**src/rtl/fetch_queue_unit_if.sv**
```systemverilog
// Fetch-stage bus: instruction-memory request/response, branch redirect and decode-side queue head.
// The master modport is the fetch unit; the slave modport is the surrounding pipeline/memory.
interface fetch_queue_unit_if #(
   parameter int XLEN  = 32,
   parameter int DEPTH = 4
);
   localparam int OW = $clog2(DEPTH) + 1;

   logic            imem_req_valid;
   logic [XLEN-1:0] imem_req_addr;
   logic            imem_req_ready;
   logic            imem_resp_valid;
   logic [31:0]     imem_resp_data;
   logic            redirect_valid;
   logic [XLEN-1:0] redirect_pc;
   logic            out_valid;
   logic [31:0]     out_instr;
   logic [XLEN-1:0] out_pc_plus4;
   logic            out_ready;
   logic [OW-1:0]   occupancy;

   modport master (
      output imem_req_valid, imem_req_addr, out_valid, out_instr, out_pc_plus4, occupancy,
      input  imem_req_ready, imem_resp_valid, imem_resp_data, redirect_valid, redirect_pc, out_ready
   );

   modport slave (
      input  imem_req_valid, imem_req_addr, out_valid, out_instr, out_pc_plus4, occupancy,
      output imem_req_ready, imem_resp_valid, imem_resp_data, redirect_valid, redirect_pc, out_ready
   );
endinterface

```
**src/rtl/fetch_queue_unit.sv**
```systemverilog
// Instruction-fetch stage: PC sequencer, credit-limited imem requests, in-flight address tags
// and an in-order prefetch queue feeding decode. Redirect flushes and marks in-flight fetches stale.
module fetch_queue_unit #(
   parameter int              XLEN     = 32,
   parameter int              DEPTH    = 4,
   parameter logic [XLEN-1:0] RESET_PC = '0,
   parameter logic [31:0]     NOP      = 32'h0000_0000
) (
   input  logic                clock,
   input  logic                reset,
   fetch_queue_unit_if.master  bus
);
   localparam int AW = $clog2(DEPTH);
   localparam int CW = AW + 1;
   localparam logic [CW+1:0] DEPTH_W = (CW+2)'(DEPTH);

   logic [XLEN-1:0] fetch_pc;

   logic [31:0]     q_instr [DEPTH];
   logic [XLEN-1:0] q_pc4   [DEPTH];
   logic [AW-1:0]   q_rd;
   logic [AW-1:0]   q_wr;
   logic [CW-1:0]   q_cnt;

   logic [XLEN-1:0] tag_addr [DEPTH];
   logic [AW-1:0]   tag_rd;
   logic [AW-1:0]   tag_wr;

   logic [CW-1:0]   live;
   logic [CW-1:0]   stale;
   logic [CW-1:0]   outstanding;
   logic [CW+1:0]   credit_sum;

   logic            req_fire;
   logic            resp_drop;
   logic            resp_keep;
   logic            pop;
   logic            flush_dec;

   // Every queue slot is reserved by either a held entry or an outstanding fetch, so pushes never overflow.
   assign credit_sum  = {2'b00, q_cnt} + {2'b00, live} + {2'b00, stale};
   assign outstanding = live + stale;

   assign bus.imem_req_valid = reset && !bus.redirect_valid && (credit_sum < DEPTH_W);
   assign bus.imem_req_addr  = fetch_pc;

   assign req_fire  = bus.imem_req_valid && bus.imem_req_ready;
   assign resp_drop = bus.imem_resp_valid && (stale != '0);
   assign resp_keep = bus.imem_resp_valid && (stale == '0) && (live != '0) && !bus.redirect_valid;
   assign pop       = (q_cnt != '0) && bus.out_ready && !bus.redirect_valid;
   assign flush_dec = bus.imem_resp_valid && (outstanding != '0);

   assign bus.out_valid    = (q_cnt != '0);
   assign bus.out_instr    = (q_cnt != '0) ? q_instr[q_rd] : NOP;
   assign bus.out_pc_plus4 = (q_cnt != '0) ? q_pc4[q_rd] : '0;
   assign bus.occupancy    = q_cnt;

   always_ff @(posedge clock or negedge reset) begin
      if (!reset) begin
         fetch_pc <= RESET_PC;
         q_rd     <= '0;
         q_wr     <= '0;
         q_cnt    <= '0;
         tag_rd   <= '0;
         tag_wr   <= '0;
         live     <= '0;
         stale    <= '0;
      end else if (bus.redirect_valid) begin
         // A response landing in the redirect cycle retires one of the now-stale fetches.
         fetch_pc <= {bus.redirect_pc[XLEN-1:2], 2'b00};
         q_rd     <= '0;
         q_wr     <= '0;
         q_cnt    <= '0;
         tag_rd   <= '0;
         tag_wr   <= '0;
         live     <= '0;
         stale    <= outstanding - CW'(flush_dec);
      end else begin
         if (req_fire) begin
            fetch_pc <= fetch_pc + XLEN'(4);
            tag_wr   <= tag_wr + AW'(1);
         end
         if (resp_keep) begin
            q_wr   <= q_wr + AW'(1);
            tag_rd <= tag_rd + AW'(1);
         end
         if (pop) begin
            q_rd <= q_rd + AW'(1);
         end
         if (resp_drop) begin
            stale <= stale - CW'(1);
         end
         q_cnt <= q_cnt + CW'(resp_keep) - CW'(pop);
         live  <= live + CW'(req_fire) - CW'(resp_keep);
      end
   end

   // Storage arrays carry no reset; q_cnt and the tag pointers qualify every read.
   always_ff @(posedge clock) begin
      if (req_fire) begin
         tag_addr[tag_wr] <= fetch_pc;
      end
      if (resp_keep) begin
         q_instr[q_wr] <= bus.imem_resp_data;
         q_pc4[q_wr]   <= tag_addr[tag_rd] + XLEN'(4);
      end
   end
endmodule

```
**src/flat_wrapper.sv**
```systemverilog
// flat-port wrapper written by rule: the top's interface ports become plain ports
module fetch_queue_unit_flat 
#(
   parameter int              XLEN     = 32,
   parameter int              DEPTH    = 4,
   parameter logic [XLEN-1:0] RESET_PC = '0,
   parameter logic [31:0]     NOP      = 32'h0000_0000
)
  (clock, reset, bus_imem_req_valid, bus_imem_req_addr, bus_out_valid, bus_out_instr, bus_out_pc_plus4, bus_occupancy, bus_imem_req_ready, bus_imem_resp_valid, bus_imem_resp_data, bus_redirect_valid, bus_redirect_pc, bus_out_ready);
  fetch_queue_unit_if #(.XLEN(XLEN), .DEPTH(DEPTH)) bus_i ();
  input  logic clock;
  input  logic reset;
  output wire logic [$bits(bus_i.imem_req_valid)-1:0] bus_imem_req_valid;
  output wire logic [$bits(bus_i.imem_req_addr)-1:0] bus_imem_req_addr;
  output wire logic [$bits(bus_i.out_valid)-1:0] bus_out_valid;
  output wire logic [$bits(bus_i.out_instr)-1:0] bus_out_instr;
  output wire logic [$bits(bus_i.out_pc_plus4)-1:0] bus_out_pc_plus4;
  output wire logic [$bits(bus_i.occupancy)-1:0] bus_occupancy;
  input wire logic [$bits(bus_i.imem_req_ready)-1:0] bus_imem_req_ready;
  input wire logic [$bits(bus_i.imem_resp_valid)-1:0] bus_imem_resp_valid;
  input wire logic [$bits(bus_i.imem_resp_data)-1:0] bus_imem_resp_data;
  input wire logic [$bits(bus_i.redirect_valid)-1:0] bus_redirect_valid;
  input wire logic [$bits(bus_i.redirect_pc)-1:0] bus_redirect_pc;
  input wire logic [$bits(bus_i.out_ready)-1:0] bus_out_ready;
  assign bus_imem_req_valid = bus_i.imem_req_valid;
  assign bus_imem_req_addr = bus_i.imem_req_addr;
  assign bus_out_valid = bus_i.out_valid;
  assign bus_out_instr = bus_i.out_instr;
  assign bus_out_pc_plus4 = bus_i.out_pc_plus4;
  assign bus_occupancy = bus_i.occupancy;
  assign bus_i.imem_req_ready = bus_imem_req_ready;
  assign bus_i.imem_resp_valid = bus_imem_resp_valid;
  assign bus_i.imem_resp_data = bus_imem_resp_data;
  assign bus_i.redirect_valid = bus_redirect_valid;
  assign bus_i.redirect_pc = bus_redirect_pc;
  assign bus_i.out_ready = bus_out_ready;
  fetch_queue_unit #(.XLEN(XLEN), .DEPTH(DEPTH), .RESET_PC(RESET_PC), .NOP(NOP)) u_core (.clock(clock), .reset(reset), .bus(bus_i));
endmodule
```
**config.mk**
```make
export PLATFORM = sky130hd
export DESIGN_NAME = fetch_queue_unit_flat
export DESIGN_NICKNAME = d
export VERILOG_FILES = /design/src/rtl/fetch_queue_unit_if.sv /design/src/rtl/fetch_queue_unit.sv /design/src/flat_wrapper.sv
export SDC_FILE = /design/constraint.sdc
export NUM_CORES = 1
export LEC_CHECK = 0
export ABC_AREA = 1
export BUFFER_PORTS_ARGS = -buffer_cell sky130_fd_sc_hd__buf_2
export CORE_ASPECT_RATIO = 0.75
export CORE_UTILIZATION = 30
export DETAILED_ROUTE_END_ITERATION = 7
export GPL_TIMING_DRIVEN = 0
export PLACE_DENSITY = 0.55
export SLEW_MARGIN = 30
export SYNTH_ARGS = -nofsm -noshare
export SYNTH_HDL_FRONTEND = slang
export SYNTH_SLANG_ARGS = --single-unit
```
**constraint.sdc**
```tcl
create_clock -name clock -period 4.05 [get_ports clock]
set_input_delay 0.81 -clock clock [delete_from_list [all_inputs] [get_ports clock]]
set_output_delay 0.81 -clock clock [all_outputs]
set_load 0.03 [all_outputs]
```
==> results of run 1 <==
-- per-layer routing --
metal / GRT usage, % / part of all wire, %
met2: 25.91 / 44
met5: 0 / 0
met1: 24.44 / 47
met3: 3.214 / 6.5
met4: 5.069 / 2.4
-- state kept, by name, indices dropped and copies added, names as in the netlist, 3 cells and up --
signal	flops
u_core.bus.imem_req_addr	30
u_core.bus.occupancy	3
u_core.live	3
u_core.q_instr	128
u_core.q_pc4	120
u_core.stale	3
u_core.tag_addr	120
-- synthesized netlist by cell type --
library cell	instances
sky130_fd_sc_hd__nand2_1	490
sky130_fd_sc_hd__edfxtp_1	368
sky130_fd_sc_hd__nor2_1	360
sky130_fd_sc_hd__o21ai_0	151
sky130_fd_sc_hd__inv_1	113
sky130_fd_sc_hd__nand3_1	90
sky130_fd_sc_hd__a21oi_1	72
sky130_fd_sc_hd__dfrtp_1	47
sky130_fd_sc_hd__clkbuf_1	43
sky130_fd_sc_hd__xor2_1	36
sky130_fd_sc_hd__ha_1	24
sky130_fd_sc_hd__buf_2	18
sky130_fd_sc_hd__nor3_1	18
sky130_fd_sc_hd__nand4_1	14
sky130_fd_sc_hd__buf_4	12
sky130_fd_sc_hd__o211ai_1	12
sky130_fd_sc_hd__nor2_2	11
sky130_fd_sc_hd__buf_6	10
sky130_fd_sc_hd__fa_1	4
sky130_fd_sc_hd__nand2_2	4
sky130_fd_sc_hd__nor2_4	4
sky130_fd_sc_hd__xnor2_1	4
sky130_fd_sc_hd__inv_2	3
sky130_fd_sc_hd__or2_2	3
sky130_fd_sc_hd__buf_1	2
sky130_fd_sc_hd__clkinv_1	2
sky130_fd_sc_hd__o21ai_1	2
sky130_fd_sc_hd__a32oi_1	1
sky130_fd_sc_hd__and3_1	1
sky130_fd_sc_hd__conb_1	1
sky130_fd_sc_hd__inv_8	1
sky130_fd_sc_hd__nand3b_1	1
sky130_fd_sc_hd__o31ai_1	1
-- timing repair --
| action | CTS | global route |
|---|---|---|
| endpoints found under the setup margin | 18 | 3 |
| resized for setup | 0 | 1 |
| setup buffers | 0 | 0 |
| hold buffers | 0 | 0 |
| pin swaps | 0 | 0 |
-- final cells by class --
cell class | count | share of cell area, %
Tap cell | 850 | 4.624
Clock buffer | 57 | 5.227
Inverter | 119 | 1.975
Clock inverter | 24 | 1.093
Sequential cell | 415 | 53.15
Buffer | 83 | 1.975
Multi-Input combinational cell | 1307 | 26.23
Timing Repair Buffer | 182 | 5.722
-- worst register-to-register path, cell delays in order, from the launching register on --
cell and delay, ps:
sky130_fd_sc_hd__dfrtp_1 450, sky130_fd_sc_hd__ha_1 260, sky130_fd_sc_hd__fa_1 390, sky130_fd_sc_hd__xor2_1 180, sky130_fd_sc_hd__ha_1 270, sky130_fd_sc_hd__nor2_1 80
sky130_fd_sc_hd__nand2_1 70, sky130_fd_sc_hd__nor2_2 130, sky130_fd_sc_hd__nand2_2 270, sky130_fd_sc_hd__clkinv_1 360, sky130_fd_sc_hd__buf_2 330, sky130_fd_sc_hd__ha_1 190
sky130_fd_sc_hd__inv_1 40, sky130_fd_sc_hd__fa_1 380, sky130_fd_sc_hd__and3_1 180, sky130_fd_sc_hd__nor3_1 140
-- cells by family (layout without fill, tap and decap cells) --
| group | count (synthesis) | in the layout |
|---|---|---|
| compound gates | 239 | 239 |
| xor+xnor | 40 | 40 |
| fa+ha+maj | 28 | 28 |
| buf+inv | 204 | 465 |
| flops | 415 | 415 |
| other cells | 1 | 4 |
| simple gates | 996 | 996 |
-- report_power, final --
group	internal (µW)	switching [µW]	total [µW]
combinational	888	2680	3570
clock	2370	1710	4070
sequential	4920	286	5210
total	8180	4670	12900
-- metrics by stage --
| step | hold slack (ps) | TNS [ps] | setup WS (ps) |
|---|---|---|---|
| 4_1_cts | 297.6 | 0 | 43.45 |
| 5_1_grt | 312.7 | 0 | 5.291 |
| 3_3_place_gp | 565.2 | -1030440 | -3498 |
| 2_1_floorplan | 514.4 | -125870 | -507.5 |
| 3_5_place_dp | 587.1 | 0 | 198.0 |
| 6_report | 273.9 | 0 | 256.7 |
-- worst paths after layout --
check                           slack (ps)  depth (start not counted)                      endpoint
worst max-delay path                   260                         15                u_core.live[2]
worst min-delay path                   270                          1                u_core.q_rd[1]
worst max register to register         260                         15                u_core.live[2]
worst min register to register         610                          0        u_core.tag_addr[2][24]
max in group asynchronous             3280                          1   u_core.bus.imem_req_addr[7]
min in group clock                     440                          3  u_core.bus.imem_req_addr[16]
==> reports/qor_table.md, run 1 <==
| Parameter | This run |
|---|---|
| Outcome | finished, final reports clean |
| Post-layout total power | 12,850 µW |
| Unrepaired setup endpoints after global routing | false |
| Width of the die | 293.4 µm |
| Filler Cell Count | 6,266 |
| Instance area after placement | 0.02155 mm² |
| Max Cap Viol | 0 |
| Post-synthesis instance area | 0.01910 mm² |
| Number of placed instances with taps included | 2,958 |
| Placed wire-length estimate after detailed placement | 39.10 mm |
| # rows | 79 |
| Post-route cell area | 0.02300 mm² |
| Cell type with the highest aggregate area in the netlist | sky130_fd_sc_hd__edfxtp_1 |
| Launch point of the critical path | u_core.bus.occupancy[0] |
| Clock transition at the register clock pins on the worst setup and hold paths after CTS | 60 ps |
| Growth of design area from synthesis to finish | 20.43% |
| Sequential cell area | 0.01223 mm² |
| Area taken by multi-input logic gates | 0.006033 mm² |
| Full die area | 0.06469 mm² |
| Number of cells in the finished layout apart from fillers | 3,037 |
| Number of antenna violations at the first check in global routing | 2 |
| Number of unique standard cell types used by synthesis | 33 |
| Initial core utilization | 30.57% |
| Sequential-to-total area share from yosys stat | 64.02% |
| Number of synthesized register bits | 415 |
| Die H | 220.5 µm |
| Simple-Gate Fraction of Synth Area | 20.89% |
| Min cycle time layout | 3793 ps |
| Most used cells in the layout excluding fill and tap cells | sky130_fd_sc_hd__nand2_1 (490), sky130_fd_sc_hd__edfxtp_1 (368), sky130_fd_sc_hd__nor2_1 (352) |
| Critical register-to-register path startpoint | u_core.bus.occupancy[0] |
| ANT nets after route | 0 |
| Final GP Congestion | 0.8949 |
| Number of global-route vias before repair | 13,652 |
| Layout Nets | 2,251 |
| Data required time at the worst endpoint | 4520 ps |
| Critical path class | register to register |
| Part of the cycle the worst path needs | 93.66% |
| Detailed-route vias per instance | 4.667 |
| Number of endpoints failing setup at the final stage | 0 |
| Power density over the cells | 558.7 mW/mm² |
| Xor/xnor cell area share of the yosys netlist | 1.834% |
| Mux share of post-synthesis cell area | 0% |
| DRC violations left | 0 |
| Root buffer selected by CTS | sky130_fd_sc_hd__clkbuf_16 |
| Area contributors post-synth | sky130_fd_sc_hd__edfxtp_1 (58%), sky130_fd_sc_hd__nand2_1 (9.6%), sky130_fd_sc_hd__nor2_1 (7.1%), sky130_fd_sc_hd__dfrtp_1 (6.2%), sky130_fd_sc_hd__o21ai_0 (4.0%) |
| Maximum clock path buffer count | 3 |
| Maximum clock rate | 0.2636 GHz |
| Final Slew Violations | 0 |
| Post-Synthesis Cells | 1,923 |
| Count of yosys warnings during synthesis | 0 |
| Layout Skew | 26.71 ps |
| Clock latency at the later pin of the worst-skew pair | 590 ps |
| Maximum vdd drop | 0.0003475 V |
| Area share of the leading cell type in the synthesized netlist | 57.86% |
| I/O Pins | 171 |
| Number of port buffers | 163 |
| Main combinational cell family by area after synthesis | simple AND/OR/NAND/NOR gates |
| Cells along the critical path | ha_1, fa_1, xor2_1, ha_1, nor2_1, nand2_1, nor2_2, nand2_2, clkinv_1, buf_2, ha_1, inv_1, fa_1, and3_1, nor3_1 |
| Number of H-tree branching levels | 2 |
| Startpoint types | register |
| Worst-path cell with the longest stage delay | sky130_fd_sc_hd__dfrtp_1 |
| Normalized max-slew margin | 52.07% |
| Most used cell along the critical path | sky130_fd_sc_hd__ha_1 |
| Hold Crit Class | input pin to asynchronous set/reset pin |
| Number of iterations in the first detailed-routing pass | 6 |
| Crit path max fanout | 10 |
| Adder-Cell Fraction of Synth Area | 1.991% |
| Num Clock Sinks | 415 |
| Endpoint arrival time on the critical path | 4260 ps |
| Clock buffer count from CTS | 45 |
| Core Footprint | 0.06247 mm² |
| Crit end category | register |
| Maximum number of pins on one net before global-route repair | 49 |
| Largest stage delay on the critical path | 450 ps |
| Leakage Power | 0.009073 µW |
| Kind of cell with the highest combined delay on the critical path | adder cells |
| 1st-iter DRT viols | 1,147 |
| Average size of a mapped cell | 9.932 µm² |
| Wire length of the first global-routing pass | 82.88 mm |
| Global router's overall resource usage | 16.98% |
| Count of buffering cells on the critical path with inverters included | 3 |
| Wirelength, routed | 55.27 mm |
| Proportion of layout cells with a drive suffix above 1 | 14.54% |
| Total number of vias | 14,175 |
| Complex-gate fraction of the synthesized area | 6.453% |
| Post-detailed-route wirelength per cell | 18.20 µm |
| Total grt overflow | 0 |
| Clock tree from TritonCTS | yes |
| Final hold violation count | 0 |
| Post-layout util | 36.82% |
| Number of antenna repair diodes | 0 |
| Leading cell type in the layout, fill and taps excluded | sky130_fd_sc_hd__nand2_1 |
| Transition time at the pin with the least slew margin | 719.0 ps |
No activity file was read; power rests on OpenSTA's default activity.
==> inputs of run 2 (changes only) <==
Settings changed: CORE_UTILIZATION 30 to 54, PLACE_DENSITY 0.55 to 0.83.
==> reports/qor_table.md, run 2 (same netlist as run 1, synthesis figures left out) <==
| Parameter | This run |
|---|---|
| Post-detailed-route wirelength per cell | 18.92 µm |
| Die H | 164.9 µm |
| Full die area | 0.03613 mm² |
| Largest stage delay on the critical path | 550 ps |
| Number of buffers inserted to repair setup after CTS | 0 |
| Global router's overall resource usage | 27.81% |
| Final GP Congestion | 0.9531 |
| Cells along the critical path | or2_2, nor2_2, clkbuf_1, a21oi_1, buf_2 |
| Normalized max-slew margin | 53.33% |
| Wirelength, routed | 49.84 mm |
| Initial core utilization | 54.93% |
| Total number of vias | 14,839 |
| Core Footprint | 0.03477 mm² |
| Crit end category | output pin |
| Maximum vdd drop | 0.0004485 V |
| Number of H-tree branching levels | 2 |
| Growth of design area from synthesis to finish | 16.86% |
| Clock transition at the register clock pins on the worst setup and hold paths after CTS | 60 ps |
| Number of port buffers | 163 |
| ANT nets after route | 0 |
| I/O Pins | 171 |
| Endpoint arrival time on the critical path | 2870 ps |
| Startpoint types | register |
| Number of global-route vias before repair | 14,155 |
| Min cycle time layout | 3684 ps |
| Post-route cell area | 0.02232 mm² |
| Critical path class | register to output pin |
| Layout Nets | 2,245 |
| Maximum number of pins on one net before global-route repair | 49 |
| Width of the die | 219.2 µm |
| Crit path max fanout | 10 |
| DRC violations left | 0 |
| Final Slew Violations | 0 |
| Number of antenna violations at the first check in global routing | 2 |
| Maximum clock rate | 0.2715 GHz |
| Data required time at the worst endpoint | 3240 ps |
| Proportion of layout cells with a drive suffix above 1 | 14.10% |
| Power density over the cells | 558.9 mW/mm² |
| Number of placed instances with taps included | 2,563 |
| Clock latency at the later pin of the worst-skew pair | 550 ps |
| 1st-iter DRT viols | 1,703 |
| Most used cells in the layout excluding fill and tap cells | sky130_fd_sc_hd__nand2_1 (490), sky130_fd_sc_hd__edfxtp_1 (368), sky130_fd_sc_hd__nor2_1 (352) |
| Clock buffer count from CTS | 40 |
| Detailed-route vias per instance | 5.631 |
| Worst-path cell with the longest stage delay | sky130_fd_sc_hd__clkbuf_1 |
| Part of the cycle the worst path needs | 90.96% |
| Final hold violation count | 0 |
| Layout Skew | 16.11 ps |
| Number of endpoints failing setup at the final stage | 0 |
| Unrepaired setup endpoints after global routing | false |
| Transition time at the pin with the least slew margin | 700.0 ps |
| Max Cap Viol | 0 |
| Clock tree from TritonCTS | yes |
| Number of antenna repair diodes | 0 |
| Maximum clock path buffer count | 3 |
| Leakage Power | 0.008983 µW |
| Num Clock Sinks | 415 |
| Flip-flop count of the largest register after layout | 128 |
| Total grt overflow | 0 |
| # rows | 59 |
| Minimum setup slack in the final design | 366.3 ps |
| Post-layout util | 64.19% |
| Worst-case setup slack after placement | 311.1 ps |
| Hold Crit Class | input pin to asynchronous set/reset pin |
| Top flop regs | u_core.q_instr (128), u_core.q_pc4 (120), u_core.tag_addr (120) |
| Hold WS | 287.2 ps |
| Wire length of the first global-routing pass | 76.31 mm |
| Kind of cell with the highest combined delay on the critical path | simple AND/OR/NAND/NOR gates |
| Number of iterations in the first detailed-routing pass | 7 |
| Count of buffering cells on the critical path with inverters included | 2 |
| Outcome | finished, final reports clean |
| Root buffer selected by CTS | sky130_fd_sc_hd__clkbuf_16 |
| Instance area after placement | 0.02102 mm² |
| Placed wire-length estimate after detailed placement | 34.65 mm |
| Register with the highest flop count | u_core.q_instr |
| Number of cells in the finished layout apart from fillers | 2,635 |
| Leading cell type in the layout, fill and taps excluded | sky130_fd_sc_hd__nand2_1 |
run 2: path summary, 6_finish.rpt:
| kind | from | to | slack (ps) | depth (start not counted) |
|---|---|---|---|---|
| setup / recovery | u_core.bus.occupancy[1] | bus_out_pc_plus4[26] | 370 | 5 |
| hold / removal | reset | u_core.bus.occupancy[2] | 290 | 1 |
| setup reg to reg | u_core.bus.occupancy[0] | u_core.live[2] | 380 | 15 |
| hold reg to reg | u_core.bus.imem_req_addr[30] | u_core.tag_addr[0][30] | 630 | 0 |
| max in group asynchronous | reset | u_core.bus.imem_req_addr[5] | 3260 | 1 |
| min in group clock | bus_imem_resp_data[12] | u_core.q_instr[3][12] | 470 | 1 |
run 2: area by class of cell:
type	instances	area (µm²)
clock buffers	53	1081
well taps	457	571.8
clock inverters	20	226.5
repair buffers	180	1274
multi-input cells	1307	6028
inverters	119	454.2
flip-flops and latches	415	12230
fillers	2575	12450
plain buffers	84	457.9
run 2: per-stage QoR:
stage	TNS, ps	total power (µW)
4_1_cts	0	12490
5_1_grt	0	12980
3_5_place_dp	0	8739
6_report	0	12470
2_1_floorplan	-125870	7458
3_3_place_gp	-810850	8623
run 2: timing repair:
| item | 4_1_cts | 5_1_grt |
|---|---|---|
| resized for setup | 0 | 0 |
| endpoints found under the setup margin | 0 | 1 |
| hold buffers | 0 | 0 |
| endpoints found under the hold margin | 0 | 0 |
run 2: per-layer routing:
layer  GRT usage, %  part of all wire, %  up-vias
li1               -                    -     6871
met1          38.54                   41     7084
met2          44.91                   47      794
met3          5.193                  9.5       86
met4          8.176                  1.7        4
met5              0                0.054        -
run 2: power by group:
group | leakage (µW) | internal, µW | switching (µW)
Sequential | 0.00391 | 4920 | 262
Combinational | 0.00445 | 901 | 2610
Clock | 0.000627 | 2200 | 1580
Total | 0.00898 | 8020 | 4450
